### config.mk
export PLATFORM = sky130hd
export DESIGN_NAME = sm_run_ctrl
export DESIGN_NICKNAME = d
export VERILOG_FILES = /design/src/rtl/sm_run_ctrl.sv
export SDC_FILE = /design/constraint.sdc
export NUM_CORES = 1
export LEC_CHECK = 0
export ABC_AREA = 1
export BUFFER_PORTS_ARGS = -buffer_cell sky130_fd_sc_hd__buf_4
export CORE_ASPECT_RATIO = 0.5
export CORE_MARGIN = 2
export CORE_UTILIZATION = 47
export DETAILED_ROUTE_END_ITERATION = 10
export PLACE_DENSITY = 0.78
export REMOVE_ABC_BUFFERS = 1
export SYNTH_ARGS = -nofsm -noshare
export SYNTH_HDL_FRONTEND = slang
export SYNTH_SLANG_ARGS = --single-unit
### constraint.sdc
create_clock -name clk -period 1.8 [get_ports clk]
set_input_delay 0.36 -clock clk [delete_from_list [all_inputs] [get_ports clk]]
set_output_delay 0.36 -clock clk [all_outputs]
set_load 0.005 [all_outputs]
### src/rtl/sm_run_ctrl.sv
//------------------------------------------------------------------------------
// Module      : sm_run_ctrl
// Description : Run/step/breakpoint controller driving the schoolMIPS CPU clock
//               enable. Breakpoint logic is built only when the macro
//               SM_RUN_CTRL_BREAK_EN is defined.
// Revision    : 1.0 - initial release
//------------------------------------------------------------------------------
`default_nettype none

module sm_run_ctrl #(
    parameter int CNT_W = 16
) (
    input  logic        clk,
    input  logic        rst_n,
    input  logic        cmdValid,
    output logic        cmdReady,
    input  logic [1:0]  cmdOp,
    input  logic [31:0] cmdArg,
    input  logic [31:0] pc,
    output logic        cpuEn,
    output logic        halted,
    output logic [1:0]  stopCause,
    output logic [31:0] cycleCnt
);

    localparam logic [1:0] c_OP_HALT   = 2'b00;
    localparam logic [1:0] c_OP_RUN    = 2'b01;
    localparam logic [1:0] c_OP_STEP   = 2'b10;
    localparam logic [1:0] c_OP_SET_BP = 2'b11;

    localparam logic [1:0] c_CAUSE_RESET = 2'b00;
    localparam logic [1:0] c_CAUSE_HOST  = 2'b01;
    localparam logic [1:0] c_CAUSE_DONE  = 2'b10;
    localparam logic [1:0] c_CAUSE_BP    = 2'b11;

    localparam logic [CNT_W-1:0] c_REMAIN_ONE = CNT_W'(1);

    typedef enum logic [1:0] {
        ST_HALTED = 2'd0,
        ST_RUN    = 2'd1,
        ST_STEP   = 2'd2
    } state_t;

    state_t           r_state;
    state_t           w_stateNext;
    logic [1:0]       r_stopCause;
    logic [1:0]       w_stopCauseNext;
    logic [CNT_W-1:0] r_remain;
    logic [CNT_W-1:0] w_remainNext;
    logic [CNT_W-1:0] w_stepLoad;
    logic [31:0]      r_cycleCnt;
    logic             w_bpHit;
    logic             w_cpuEn;
    logic             w_cmdReady;
    logic             w_accept;
    logic             w_resume;

    // While stepping only HALT may be taken, so a step can be aborted but not retargeted.
    assign w_cmdReady = (r_state == ST_HALTED) || (r_state == ST_RUN) ||
                        ((r_state == ST_STEP) && (cmdOp == c_OP_HALT));
    assign w_accept   = cmdValid && w_cmdReady;
    assign w_resume   = w_accept && (r_state == ST_HALTED) &&
                        ((cmdOp == c_OP_RUN) || (cmdOp == c_OP_STEP));
    assign w_cpuEn    = ((r_state == ST_RUN) || (r_state == ST_STEP)) && !w_bpHit;
    assign w_stepLoad = (cmdArg[CNT_W-1:0] == '0) ? c_REMAIN_ONE : cmdArg[CNT_W-1:0];

`ifdef SM_RUN_CTRL_BREAK_EN
    logic [31:0] r_bpAddr;
    logic        r_bpValid;
    logic        r_skipBp;

    assign w_bpHit = r_bpValid && (pc == r_bpAddr) && !r_skipBp && (r_state != ST_HALTED);

    // An all-ones address is reserved as the "clear breakpoint" token.
    always_ff @(posedge clk or negedge rst_n) begin
        if (!rst_n) begin
            r_bpAddr  <= 32'h0;
            r_bpValid <= 1'b0;
        end else if (w_accept && (cmdOp == c_OP_SET_BP)) begin
            if (cmdArg == 32'hFFFF_FFFF) begin
                r_bpValid <= 1'b0;
            end else begin
                r_bpAddr  <= cmdArg;
                r_bpValid <= 1'b1;
            end
        end
    end

    // Resuming from a breakpoint stop lets the breakpointed instruction execute once.
    always_ff @(posedge clk or negedge rst_n) begin
        if (!rst_n) begin
            r_skipBp <= 1'b0;
        end else if (w_cpuEn) begin
            r_skipBp <= 1'b0;
        end else if (w_resume && (r_stopCause == c_CAUSE_BP)) begin
            r_skipBp <= 1'b1;
        end
    end
`else
    logic w_unusedBpInputs;

    assign w_bpHit          = 1'b0;
    assign w_unusedBpInputs = ^{cmdArg, pc};
`endif

    always_ff @(posedge clk or negedge rst_n) begin
        if (!rst_n) begin
            r_state     <= ST_HALTED;
            r_stopCause <= c_CAUSE_RESET;
            r_remain    <= '0;
        end else begin
            r_state     <= w_stateNext;
            r_stopCause <= w_stopCauseNext;
            r_remain    <= w_remainNext;
        end
    end

    // Stop-cause priority: breakpoint, then step exhaustion, then host halt.
    always_comb begin
        w_stateNext     = r_state;
        w_stopCauseNext = r_stopCause;
        w_remainNext    = r_remain;
        case (r_state)
            ST_HALTED: begin
                if (w_accept && (cmdOp == c_OP_RUN)) begin
                    w_stateNext = ST_RUN;
                end else if (w_accept && (cmdOp == c_OP_STEP)) begin
                    w_stateNext  = ST_STEP;
                    w_remainNext = w_stepLoad;
                end
            end
            ST_RUN: begin
                if (w_bpHit) begin
                    w_stateNext     = ST_HALTED;
                    w_stopCauseNext = c_CAUSE_BP;
                end else if (w_accept && (cmdOp == c_OP_HALT)) begin
                    w_stateNext     = ST_HALTED;
                    w_stopCauseNext = c_CAUSE_HOST;
                end
            end
            ST_STEP: begin
                if (w_bpHit) begin
                    w_stateNext     = ST_HALTED;
                    w_stopCauseNext = c_CAUSE_BP;
                end else if (w_cpuEn && (r_remain == c_REMAIN_ONE)) begin
                    w_stateNext     = ST_HALTED;
                    w_stopCauseNext = c_CAUSE_DONE;
                end else if (w_accept && (cmdOp == c_OP_HALT)) begin
                    w_stateNext     = ST_HALTED;
                    w_stopCauseNext = c_CAUSE_HOST;
                end else if (w_cpuEn) begin
                    w_remainNext = r_remain - c_REMAIN_ONE;
                end
            end
            default: begin
                w_stateNext = ST_HALTED;
            end
        endcase
    end

    always_ff @(posedge clk or negedge rst_n) begin
        if (!rst_n) begin
            r_cycleCnt <= 32'h0;
        end else if (w_cpuEn) begin
            r_cycleCnt <= r_cycleCnt + 32'd1;
        end
    end

    assign cmdReady  = w_cmdReady;
    assign cpuEn     = w_cpuEn;
    assign halted    = (r_state == ST_HALTED);
    assign stopCause = r_stopCause;
    assign cycleCnt  = r_cycleCnt;

endmodule

`default_nettype wire

; After elaboration in Yosys (flattened, before gate mapping)
; Index checks and enable logic that the tools add are counted.
[totals]
in_bits = 69
wordCells = 47
out_inout_bits = 37
ff_bits = 52
[op_classes]
reduce_logical = 15
n_addsub = 2
eq_ne = 11
mux = 15
[op_table]
columns = operator, n
row1 = 16-bit 2-to-1 mux, 6
row2 = 32-bit by 1-bit adder with 32-bit output (second input constant), 1
row3 = 16-bit one-hot mux with 2 select lines, 1
row4 = 16-bit by 1-bit == test with 1-bit output (second input constant), 1
row5 = 16-bit zero test, 1
row6 = 16-bit by 1-bit subtractor with 16-bit output (second input constant), 1
row7 = 2-bit 2-to-1 mux, 6
row8 = 2-bit != test (second input constant), 4
row9 = 1-bit logical AND, 6
row10 = 2-bit one-hot mux with 3 select lines, 1
row11 = 6-bit AND reduction, 1
row12 = 2-bit by 1-bit == test with 1-bit output (second input constant), 2
row13 = 2-bit == test (second input constant), 2
row14 = 2-bit zero test, 2
row15 = 2-bit one-hot mux with 2 select lines, 1
row16 = 2-bit nonzero test, 2
row17 = 1-bit logical OR, 3
row18 = 3-bit by 1-bit != test with 1-bit output (second input constant), 1
row19 = 2-bit by 1-bit != test with 1-bit output (second input constant), 1

; Longest topological paths before layout
; Gate-level depths: netlist (run 1).
[logic_depth]
depth_word = 8
ltp_mapped = 14
depth_no_buf = 13

; Least setup slack after synthesis (run 1)
; Ideal clock, no wire load.
[synth_path]
path_kind = register to register
startpoint = register r_state[0]
endpoint = register r_cycleCnt[30], in the netlist cycleCnt[30]
slack_ns = 0.011
required_ns = 1.683
path_stages_with_launch = 11
path_buffers = 1
setup_time_ns = 0.117
synth_period_minus_slack_ns = 1.789
t_arrival_ns = 1.673
cell_sequence = dfrtp_1 -> inv_1 -> ha_1 -> buf_4 -> inv_2 -> nor3_4 -> nand3_2 -> nor2_1 -> nand3b_1 -> nand2_1 -> nand2_1
[synth_via]
elab_chain_cells = 2
elab_cells_between_ends = 3
[synth_rtl]
columns = item, line_no
row1 = from (decl), 44  ; state_t r_state;
row2 = from (signal assigned), 112  ; r_state <= w_stateNext;
row3 = 2-bit by 1-bit == test with 1-bit output or 2-bit == test (tied branches), 64  ; assign w_cpuEn = ((r_state == ST_RUN) || (r_state == ST_STEP)) && !w_bpHit;
row4 = 1-bit logical OR *, 64
row5 = named net cpuEn, 20  ; output logic cpuEn,
row6 = to (signal assigned), 165  ; r_cycleCnt <= r_cycleCnt + 32'd1;
row7 = to (decl), 51  ; logic [31:0] r_cycleCnt;
; The timed path passes the listed nets; every way through them passes the cells marked *.
; A chain may end at the register's enable or synchronous reset.

; Worst setup path in the final report (run 1)
[layout_path]
startpoint = register r_state[0]
endpoint = output port cmdReady
[layout_via]
elab_chain_cells = 3
elab_cells_between_ends = 6
[layout_rtl]
columns = item, line_no
row1 = "2-bit by 1-bit == test with 1-bit output, or another cell as far along", 59  ; assign w_cmdReady = (r_state == ST_HALTED) || (r_state == ST_RUN) ||
row2 = 1-bit logical OR or 1-bit logical AND (tied branches), "59, 60"
row3 = 1-bit logical OR *, 59
row4 = to (decl), 16  ; output logic cmdReady,
; Mark *: on every way between the ends. The rest lies on a longest branch, timed or not.

==> results.sh, run 1 <==
export IMPL_max_slew_worst_pin_slew_ns=0.657
export IMPL_cts_tree="yes"
export IMPL_peakVddDrop_v=0.000676
export IMPL_boundaryPins=106
export IMPL_wl_um=7690
export IMPL_clock_fmax_mhz=578
export IMPL_cap_violations=0
export IMPL_yosysWarnings=0
export IMPL_vias_per_cell=4.90
export IMPL_worstSetupStartpointType="flip-flop"
export IMPL_grt_pass1_wl_um=12700
export IMPL_hold_path_class="input pin to asynchronous set/reset pin"
export IMPL_drt_initial_drc_count=218
export IMPL_dpl_hpwl_um=5650
export IMPL_stdcell_count=643
export IMPL_worstPathArrival_ns=1.37
export IMPL_ys_seq_area_share_pct=39.1
export IMPL_synth_most_common_cell="nand2_1"
export IMPL_p_leak_nw=2.26
export IMPL_power_density_nw_per_um2=1390
export IMPL_drc=0
export IMPL_status="finished clean"
export IMPL_synth_area_leaders="dfrtp_1 (39%), nand2_1 (19%), inv_1 (6.1%)"
export IMPL_rows=21
export IMPL_dp_slack_ns=0.0146
export IMPL_layout_worst_path_cycle_share_pct=96.1
export IMPL_cp_required_ns=1.44
export IMPL_routabilityCongestion=0.850
export IMPL_die_area_sq_um=7810
export IMPL_grt_max_degree=53
export IMPL_clock_path_buffers=2
export IMPL_cp_end_kind="primary output"
export IMPL_synth_edff_count=0
export IMPL_netlist_instances=475
export IMPL_fin_ws_ns=0.0693
export IMPL_port_buffers=57
export IMPL_synth_area_sq_um=3330
export IMPL_hold_viol_final=0
export IMPL_antenna_diode_count=0
export IMPL_drive_gt1_share_pct=20.3
export IMPL_place_inst=634
export IMPL_die_h_um=63.5
export IMPL_antenna_found_initial=0
export IMPL_power_total_mw=5.85
export IMPL_clockRootBuffer="clkbuf_16"
export IMPL_grt_pass1_vias=2865
export IMPL_slew_viol_final=0
export IMPL_post_route_cell_area_sq_um=4220
export IMPL_clock_latency_ns=0.30
export IMPL_synth_cell_type_count=34
export IMPL_layout_nets=626
export IMPL_numClockSinks=52
export IMPL_cts_hold_buf=0
export IMPL_syn2layout_area_growth_pct=26.7
export IMPL_initial_core_util_pct=49.1
export IMPL_grt_usage_pct=20.4
export IMPL_cts_buffers=5
export IMPL_vias=3152
export IMPL_place_area_sq_um=3970
export IMPL_core_area_sq_um=6780
export IMPL_cts_reportedPaths_clkPinSlew_ns=0.07
export IMPL_synth_largest_area_cell="dfrtp_1"
export IMPL_synthTopCellsByCount="nand2_1 (169), inv_1 (54), dfrtp_1 (52), nor2_1 (51), nand3_1 (30)"
export IMPL_fin_worst_skew_ns=0.0104
export IMPL_relSlewSlack_pct=56.2
export IMPL_fin_crit_ns=1.73
export IMPL_postRouteAntennaNets=0
export IMPL_yosys_register_bits=52
export IMPL_crit_fanout=4
export IMPL_setup_viol=0
export IMPL_syn_area_per_cell_sq_um=7.00
export IMPL_synthFlopType="dfrtp_1"
export IMPL_first_pass_iters=4
export IMPL_rsz0062_at_grt="yes"
export IMPL_crit_type="flip-flop to primary output"
export IMPL_h_tree_depth=2
export IMPL_die_w_um=123
export IMPL_wl_per_cell_um=12.0
export IMPL_synthArstFlopShare_pct=100
export IMPL_overflow=0
export IMPL_synth_top_area_share_pct=39.1
-- worst max-delay path, stage by stage (launching register included) --
cell     delay (ns)
dfrtp_1        0.38
buf_4          0.15
ha_1           0.21
nor2_2         0.10
nand2_2        0.09
buf_4          0.14
-- path summary, 6_finish.rpt --
path                                   start      endpoint  slack, ns  cells past startpoint
min in group clk                   cmdArg[9]   r_remain[9]       0.37                      5
max in group asynchronous              rst_n    r_state[1]       1.27                      1
worst min register to register  stopCause[1]  stopCause[1]       0.50                      1
worst min-delay path                   rst_n   cycleCnt[7]       0.10                      1
worst max-delay path              r_state[0]      cmdReady       0.07                      5
worst max register to register    r_state[0]  r_remain[15]       0.09                     14
-- cells in the final DEF, fill, tap and decap left out, drive strengths merged --
master / netlist / layout
a21oi: 6 / 6
nand3: 32 / 32
dfrtp: 52 / 52
o21bai: 3 / 3
inv: 62 / 63
nor3b: 1 / 1
a31oi: 2 / 2
nand2: 171 / 171
buf: 5 / 74
o21ai: 11 / 11
nor4: 1 / 1
xnor2: 6 / 6
nand3b: 6 / 6
bufinv: 0 / 1
clkbuf: 1 / 6
xor2: 21 / 21
ha: 7 / 7
or2: 2 / 2
nor2: 57 / 57
clkinv: 2 / 2
nor3: 13 / 13
and2: 1 / 1
nand4: 11 / 11
a21o: 1 / 1
and3: 1 / 1
-- routing by layer --
layer | routed length (um) | vias up | global-route usage, % | share of wire, %
li1 | - | 1631 | - | -
met3 | 330 | 12 | 4.26 | 4.3
met4 | 100 | 0 | 5.68 | 1.3
met1 | 3660 | 1438 | 27.9 | 48
met2 | 3600 | 71 | 32.9 | 47
met5 | 0 | - | 0 | 0
-- where the power goes --
group | total, mW | switching [mW] | internal, mW
Combinational | 2.98 | 1.71 | 1.26
Clock | 1.10 | 0.438 | 0.662
Sequential | 1.77 | 0.327 | 1.45
Total | 5.85 | 2.48 | 3.37
-- area by class of cell --
cell class / count / area (sq um)
repair buffers: 74 / 584
flip-flops and latches: 52 / 1300
clock buffers: 6 / 129
fillers: 610 / 2560
clock inverters: 2 / 38.8
well taps: 92 / 115
multi-input cells: 353 / 1800
inverters: 64 / 245
-- flip-flops by register name (all words and copies together) (netlist names) --
register and count:
r_state 2, cycleCnt 32, stopCause 2, r_remain 16
-- logic make-up (layout without fill, tap and decap cells) --
group	count (synthesis)	in the layout	share of synthesized area (%)
AOI/OAI and AO/OA	23	23	3.84
and+or+nand+nor	296	296	38.8
adders and majority gates	7	7	2.63
buffers and inverters	70	146	8.54
xor gates and xnor gates	27	27	7.11
DFF	52	52	39.1
-- through the flow --
stage	setup TNS [ns]	util (%)	hold WS, ns
finish	0	62.2	0.101
global route	-0.257	62.2	0.164
CTS	0	61.1	0.124
detailed placement	0	58.6	0.443
global placement	0	58.6	0.433
floorplan	-0.607	-	0.0644
-- what timing repair did --
item / 4_1_cts / 5_1_grt
endpoints found under the setup margin: 1 / 32
buffers inserted: 0 / 1
gates resized for setup: 1 / 15
pin swaps: 0 / 3
Note: power is estimated with default switching activity, not from simulation.
==> run 2, diff against run 1 <==
Settings changed: SETUP_SLACK_MARGIN from default to 0.2.
==> run 2 against run 1 <==
Flip-flop and latch count stayed put. Die area unchanged. Power up 21%. Worst setup slack lost 0.064 ns. Combinational power rose by 41%. Final area up 11%. Core utilization increased by 7.0 points. Critical path depth rose by 9. Non-clock buffer count rose by 21. Critical path type is now flip-flop to flip-flop.
==> results.sh, run 2 (synthesis results as in run 1) <==
export IMPL_status="finished clean"
export IMPL_syn2layout_area_growth_pct=40.9
export IMPL_first_pass_iters=5
export IMPL_core_area_sq_um=6780
export IMPL_clock_latency_ns=0.30
export IMPL_crit_type="flip-flop to flip-flop"
export IMPL_fillers=536
export IMPL_multi_input_area_sq_um=2020
export IMPL_place_area_sq_um=3970
export IMPL_switching_share_pct=43.0
export IMPL_vias=3350
export IMPL_rows=21
export IMPL_p_leak_nw=2.46
export IMPL_clock_path_buffers=2
export IMPL_dpl_hpwl_um=5650
export IMPL_register_area_sq_um=1310
export IMPL_initial_core_util_pct=49.1
export IMPL_hold_viol_final=0
export IMPL_cp_end_kind="flip-flop"
export IMPL_cp_required_ns=1.99
export IMPL_power_density_nw_per_um2=1510
export IMPL_die_h_um=63.5
export IMPL_fin_crit_ns=1.79
export IMPL_crit_fanout=5
export IMPL_seqPwrFrac_pct=25.3
export IMPL_worstSetupStartpointType="flip-flop"
export IMPL_port_buffers=57
export IMPL_clockRootBuffer="clkbuf_16"
export IMPL_cts_tree="yes"
export IMPL_cts_buffers=5
export IMPL_wl_um=8880
export IMPL_grt_pass1_wl_um=13200
export IMPL_max_slew_worst_pin_slew_ns=0.670
export IMPL_combPwrFrac_pct=59.1
export IMPL_peakVddDrop_v=0.000789
export IMPL_grt_pass1_vias=2985
export IMPL_routabilityCongestion=0.850
export IMPL_die_area_sq_um=7810
export IMPL_rsz0062_at_grt="yes"
export IMPL_grt_usage_pct=21.3
export IMPL_numClockSinks=52
export IMPL_final_util_pct=69.2
export IMPL_boundaryPins=106
export IMPL_worstPathArrival_ns=1.99
export IMPL_postRouteAntennaNets=0
export IMPL_layout_commonest_cell="nand2_1"
export IMPL_crit_start="r_state[1]"
export IMPL_hold_path_class="input pin to asynchronous set/reset pin"
export IMPL_cts_reportedPaths_clkPinSlew_ns=0.07
export IMPL_layout_nets=647
export IMPL_cap_violations=0
export IMPL_drc=0
export IMPL_setup_viol=0
export IMPL_p_clk_share_pct=15.6
export IMPL_vias_per_cell=5.05
export IMPL_h_tree_depth=2
export IMPL_post_route_cell_area_sq_um=4690
export IMPL_cts_hold_buf=0
export IMPL_antenna_found_initial=0
export IMPL_grt_max_degree=53
export IMPL_fin_worst_skew_ns=0.0102
export IMPL_power_switching_mw=3.05
export IMPL_drt_initial_drc_count=206
export IMPL_clock_fmax_mhz=557
export IMPL_layout_common_cells="nand2_1 (141), buf_4 (80), inv_1 (51)"
export IMPL_overflow=0
export IMPL_die_w_um=123
export IMPL_p_int_mw=4.04
export IMPL_slew_viol_final=0
export IMPL_layout_worst_path_cycle_share_pct=99.7
export IMPL_antenna_diode_count=0
export IMPL_relSlewSlack_pct=55.3
export IMPL_wl_per_cell_um=13.4
export IMPL_largest_register_ffs=32
export IMPL_r2r_start="r_state[1]"
export IMPL_drive_gt1_share_pct=32.5
run 2: per-stage QoR:
step / setup slack [ns] / setup TNS (ns) / power, mW / std cells / hold WS, ns
6_report: 0.00563 / 0 / 7.09 / 664 / 0.0957
5_1_grt: -0.0994 / -1.46 / 7.60 / 664 / 0.161
4_1_cts: 0.129 / 0 / 6.04 / 649 / 0.124
3_5_place_dp: 0.0146 / 0 / 4.59 / 634 / 0.443
3_3_place_gp: 0.0521 / 0 / 4.52 / 634 / 0.433
2_1_floorplan: -0.0465 / -0.607 / 3.49 / 469 / 0.0644
run 2: critical path, stage by stage, from the launching register on:
cell and delay, ns:
dfrtp_1 0.37, inv_2 0.06, ha_4 0.29, nand2_2 0.06
inv_2 0.04, nand2_1 0.04, nor2_1 0.11, nand2_1 0.12
nand2_2 0.13, nand2_4 0.08, nand2_4 0.08, nor2_4 0.05
buf_6 0.15, nand2_2 0.05, nand2_1 0.05
run 2: layout make-up:
type	instances	area share, %
clock buffer	6	2.75
clock inverter	2	0.827
inverter	64	5.39
multi-input combinational	353	43.1
sequential	52	27.9
tap	92	2.46
timing repair buffer	95	17.6
run 2: layer usage:
| metal | up-vias | routed length, um | global-route usage [%] |
|---|---|---|---|
| met4 | 0 | 122 | 6.82 |
| li1 | 1681 | - | - |
| met5 | - | 0 | 0 |
| met3 | 14 | 424 | 4.35 |
| met1 | 1557 | 3900 | 27.8 |
| met2 | 98 | 4440 | 35.5 |
run 2: repair_timing:
action / in CTS / in global routing
resized for setup: 30 / 64
pin swaps: 8 / 26
buffers inserted: 7 / 13
endpoints found under the hold margin: 0 / 0
endpoints found under the setup margin: 38 / 44
gates cloned: 0 / 2
run 2: final timing paths:
check,slack [ns],cells after the start,endpoint
setup / recovery,0.006,14,r_remain[8]
hold / removal,0.1,1,r_remain[11]
setup reg to reg,0.006,14,r_remain[8]
hold reg to reg,0.50,1,stopCause[1]
max in group asynchronous,1.22,1,cycleCnt[11]
min in group clk,0.38,5,r_remain[9]
run 2: power groups by stage:
stage	logic [mW]	clock network, mW	registers, mW
final	4.19	1.11	1.79
after global routing	4.59	1.18	1.83
after CTS	3.15	1.13	1.76
after detailed placement	2.81	0	1.78
after global placement	2.75	0	1.77
after floorplan	1.76	0	1.72
==> run 3, diff against run 2 <==
Settings changed: SETUP_SLACK_MARGIN 0.2 to 0.3.
==> run 3 against run 2 <==
Sequential power barely moved. Clock skew up 0.00086 ns. Clock-buffer cell count stayed put. Final area up 0.45%. Routed wire length is 0.93% higher. Critical path depth decreased by 4. Worst setup slack got worse by 0.0051 ns. Die area stayed put. Register-to-register slack about the same. Largest power group unchanged.
==> results.sh, run 3 (synthesis results as in run 1) <==
export IMPL_dpl_hpwl_um=5650
export IMPL_worstPathArrival_ns=1.99
export IMPL_fillers=537
export IMPL_slew_viol_final=0
export IMPL_rows=21
export IMPL_layout_common_cells="nand2_1 (143), buf_4 (79), inv_1 (51)"
export IMPL_postRouteAntennaNets=0
export IMPL_p_int_mw=3.92
export IMPL_cap_violations=0
export IMPL_worst_path_buf_inv=5
export IMPL_cts_reportedPaths_clkPinSlew_ns=0.07
export IMPL_grt_usage_pct=21.8
export IMPL_core_area_sq_um=6780
export IMPL_r2r_start="r_state[1]"
export IMPL_first_pass_iters=4
export IMPL_h_tree_depth=2
export IMPL_fin_crit_ns=1.80
export IMPL_p_clk_share_pct=16.2
export IMPL_multi_input_area_sq_um=2040
export IMPL_crit_fanout=3
export IMPL_boundaryPins=106
export IMPL_clockRootBuffer="clkbuf_16"
export IMPL_die_w_um=123
export IMPL_relSlewSlack_pct=55.0
export IMPL_numClockSinks=52
export IMPL_layout_worst_path_cycle_share_pct=100
export IMPL_worst_path_max_delay_cell="dfrtp_1"
export IMPL_initial_core_util_pct=49.1
export IMPL_setup_viol=0
export IMPL_peakVddDrop_v=0.000783
export IMPL_slowest_delay_ns=0.37
export IMPL_grt_pass1_vias=3014
export IMPL_path_cells="inv_2 -> ha_4 -> buf_12 -> buf_6 -> buf_6 -> nand4_1 -> nor2_2 -> nand3_2 -> xor2_1 -> inv_1"
export IMPL_drive_gt1_share_pct=32.6
export IMPL_hold_path_class="input pin to asynchronous set/reset pin"
export IMPL_antenna_found_initial=0
export IMPL_power_switching_mw=2.93
export IMPL_dp_slack_ns=0.0146
export IMPL_combPwrFrac_pct=57.7
export IMPL_power_density_nw_per_um2=1460
export IMPL_layout_nets=649
export IMPL_clock_latency_ns=0.30
export IMPL_port_buffers=57
export IMPL_drt_initial_drc_count=209
export IMPL_status="finished clean"
export IMPL_overflow=0
export IMPL_fin_ws_ns=0.000495
export IMPL_drc=0
export IMPL_die_area_sq_um=7810
export IMPL_vias=3313
export IMPL_cts_tree="yes"
export IMPL_ff2ff_setup_slack_ns=0.0005
export IMPL_routabilityCongestion=0.850
export IMPL_stdcell_count=666
export IMPL_switching_share_pct=42.8
export IMPL_fin_worst_skew_ns=0.0110
export IMPL_rsz0062_at_grt="yes"
export IMPL_max_slew_worst_pin_slew_ns=0.675
export IMPL_grt_max_degree=53
export IMPL_syn2layout_area_growth_pct=41.6
export IMPL_reg2reg_depth=10
export IMPL_antenna_diode_count=0
export IMPL_largest_register_ffs=32
export IMPL_clock_fmax_mhz=556
export IMPL_vias_per_cell=4.97
export IMPL_power_total_mw=6.86
export IMPL_crit_type="flip-flop to flip-flop"
export IMPL_clock_path_buffers=2
export IMPL_place_inst=634
export IMPL_tns_ns=0
export IMPL_grt_pass1_wl_um=13400
export IMPL_crit_path_frequent_cell="buf_6"
export IMPL_worstSetupStartpointType="flip-flop"
export IMPL_cp_end_kind="flip-flop"
export IMPL_cts_hold_buf=0
export IMPL_cp_top_family="simple AND/OR/NAND/NOR gates"
export IMPL_p_leak_nw=2.47
export IMPL_cp_required_ns=1.99
export IMPL_cts_buffers=5
export IMPL_r2r_end="cycleCnt[24]"
export IMPL_hold_viol_final=0
export IMPL_layout_commonest_cell="nand2_1"
export IMPL_die_h_um=63.5
export IMPL_wl_um=8970
export IMPL_seqPwrFrac_pct=26.1
export IMPL_register_area_sq_um=1310
export IMPL_wl_per_cell_um=13.5
run 3: area by class of cell:
type | instances | area share, %
clock inverters | 2 | 0.824
multi-input cells | 353 | 43.4
well taps | 92 | 2.44
inverters | 64 | 5.42
clock buffers | 6 | 2.74
flip-flops and latches | 52 | 27.7
repair buffers | 97 | 17.5
run 3: power by group through the flow:
stage	registers, mW	logic (mW)	clock network (mW)
finish	1.79	3.96	1.11
global route	1.83	4.36	1.18
CTS	1.76	3.27	1.13
detailed placement	1.78	2.81	0
global placement	1.77	2.75	0
floorplan	1.72	1.76	0
run 3: metrics by stage:
stage	util [%]	cell area, sq um	hold WS [ns]
3_3_place_gp	58.6	3970	0.433
6_report	69.5	4710	0.102
3_5_place_dp	58.6	3970	0.443
5_1_grt	69.5	4710	0.166
2_1_floorplan	-	3280	0.0644
4_1_cts	64.4	4370	0.124
run 3: what timing repair did:
item / in CTS / in global routing
gates resized for setup: 40 / 59
pin swaps: 13 / 22
setup buffers: 10 / 14
setup endpoints to repair: 48 / 50
run 3: routing by layer:
metal	track usage (%)	wire length [um]
met5	0	0
met4	6.53	204
met3	4.35	421
met2	36.7	4400
met1	28.3	3940
run 3: worst max-delay path by stage:
| stage | startpoint | endpoint | slack [ns] | cells past startpoint |
|---|---|---|---|---|
| floorplan | r_state[0] | r_remain[0] | -0.05 | 8 |
| global placement | r_state[1] | cycleCnt[27] | 0.05 | 9 |
| detailed placement | r_state[0] | cycleCnt[30] | 0.01 | 9 |
| CTS | r_state[1] | cmdReady | 0.13 | 5 |
| global route | r_state[1] | cycleCnt[24] | -0.08 | 10 |
| finish | r_state[1] | cycleCnt[24] | 0.0005 | 10 |
run 3: worst reg2reg max path, stage by stage (launching register included):
cell     delay (ns)
dfrtp_1        0.37
inv_2          0.07
ha_4           0.29
buf_12         0.12
buf_6          0.09
buf_6          0.10
nand4_1        0.12
nor2_2         0.22
nand3_2        0.11
xor2_1         0.15
inv_1          0.05
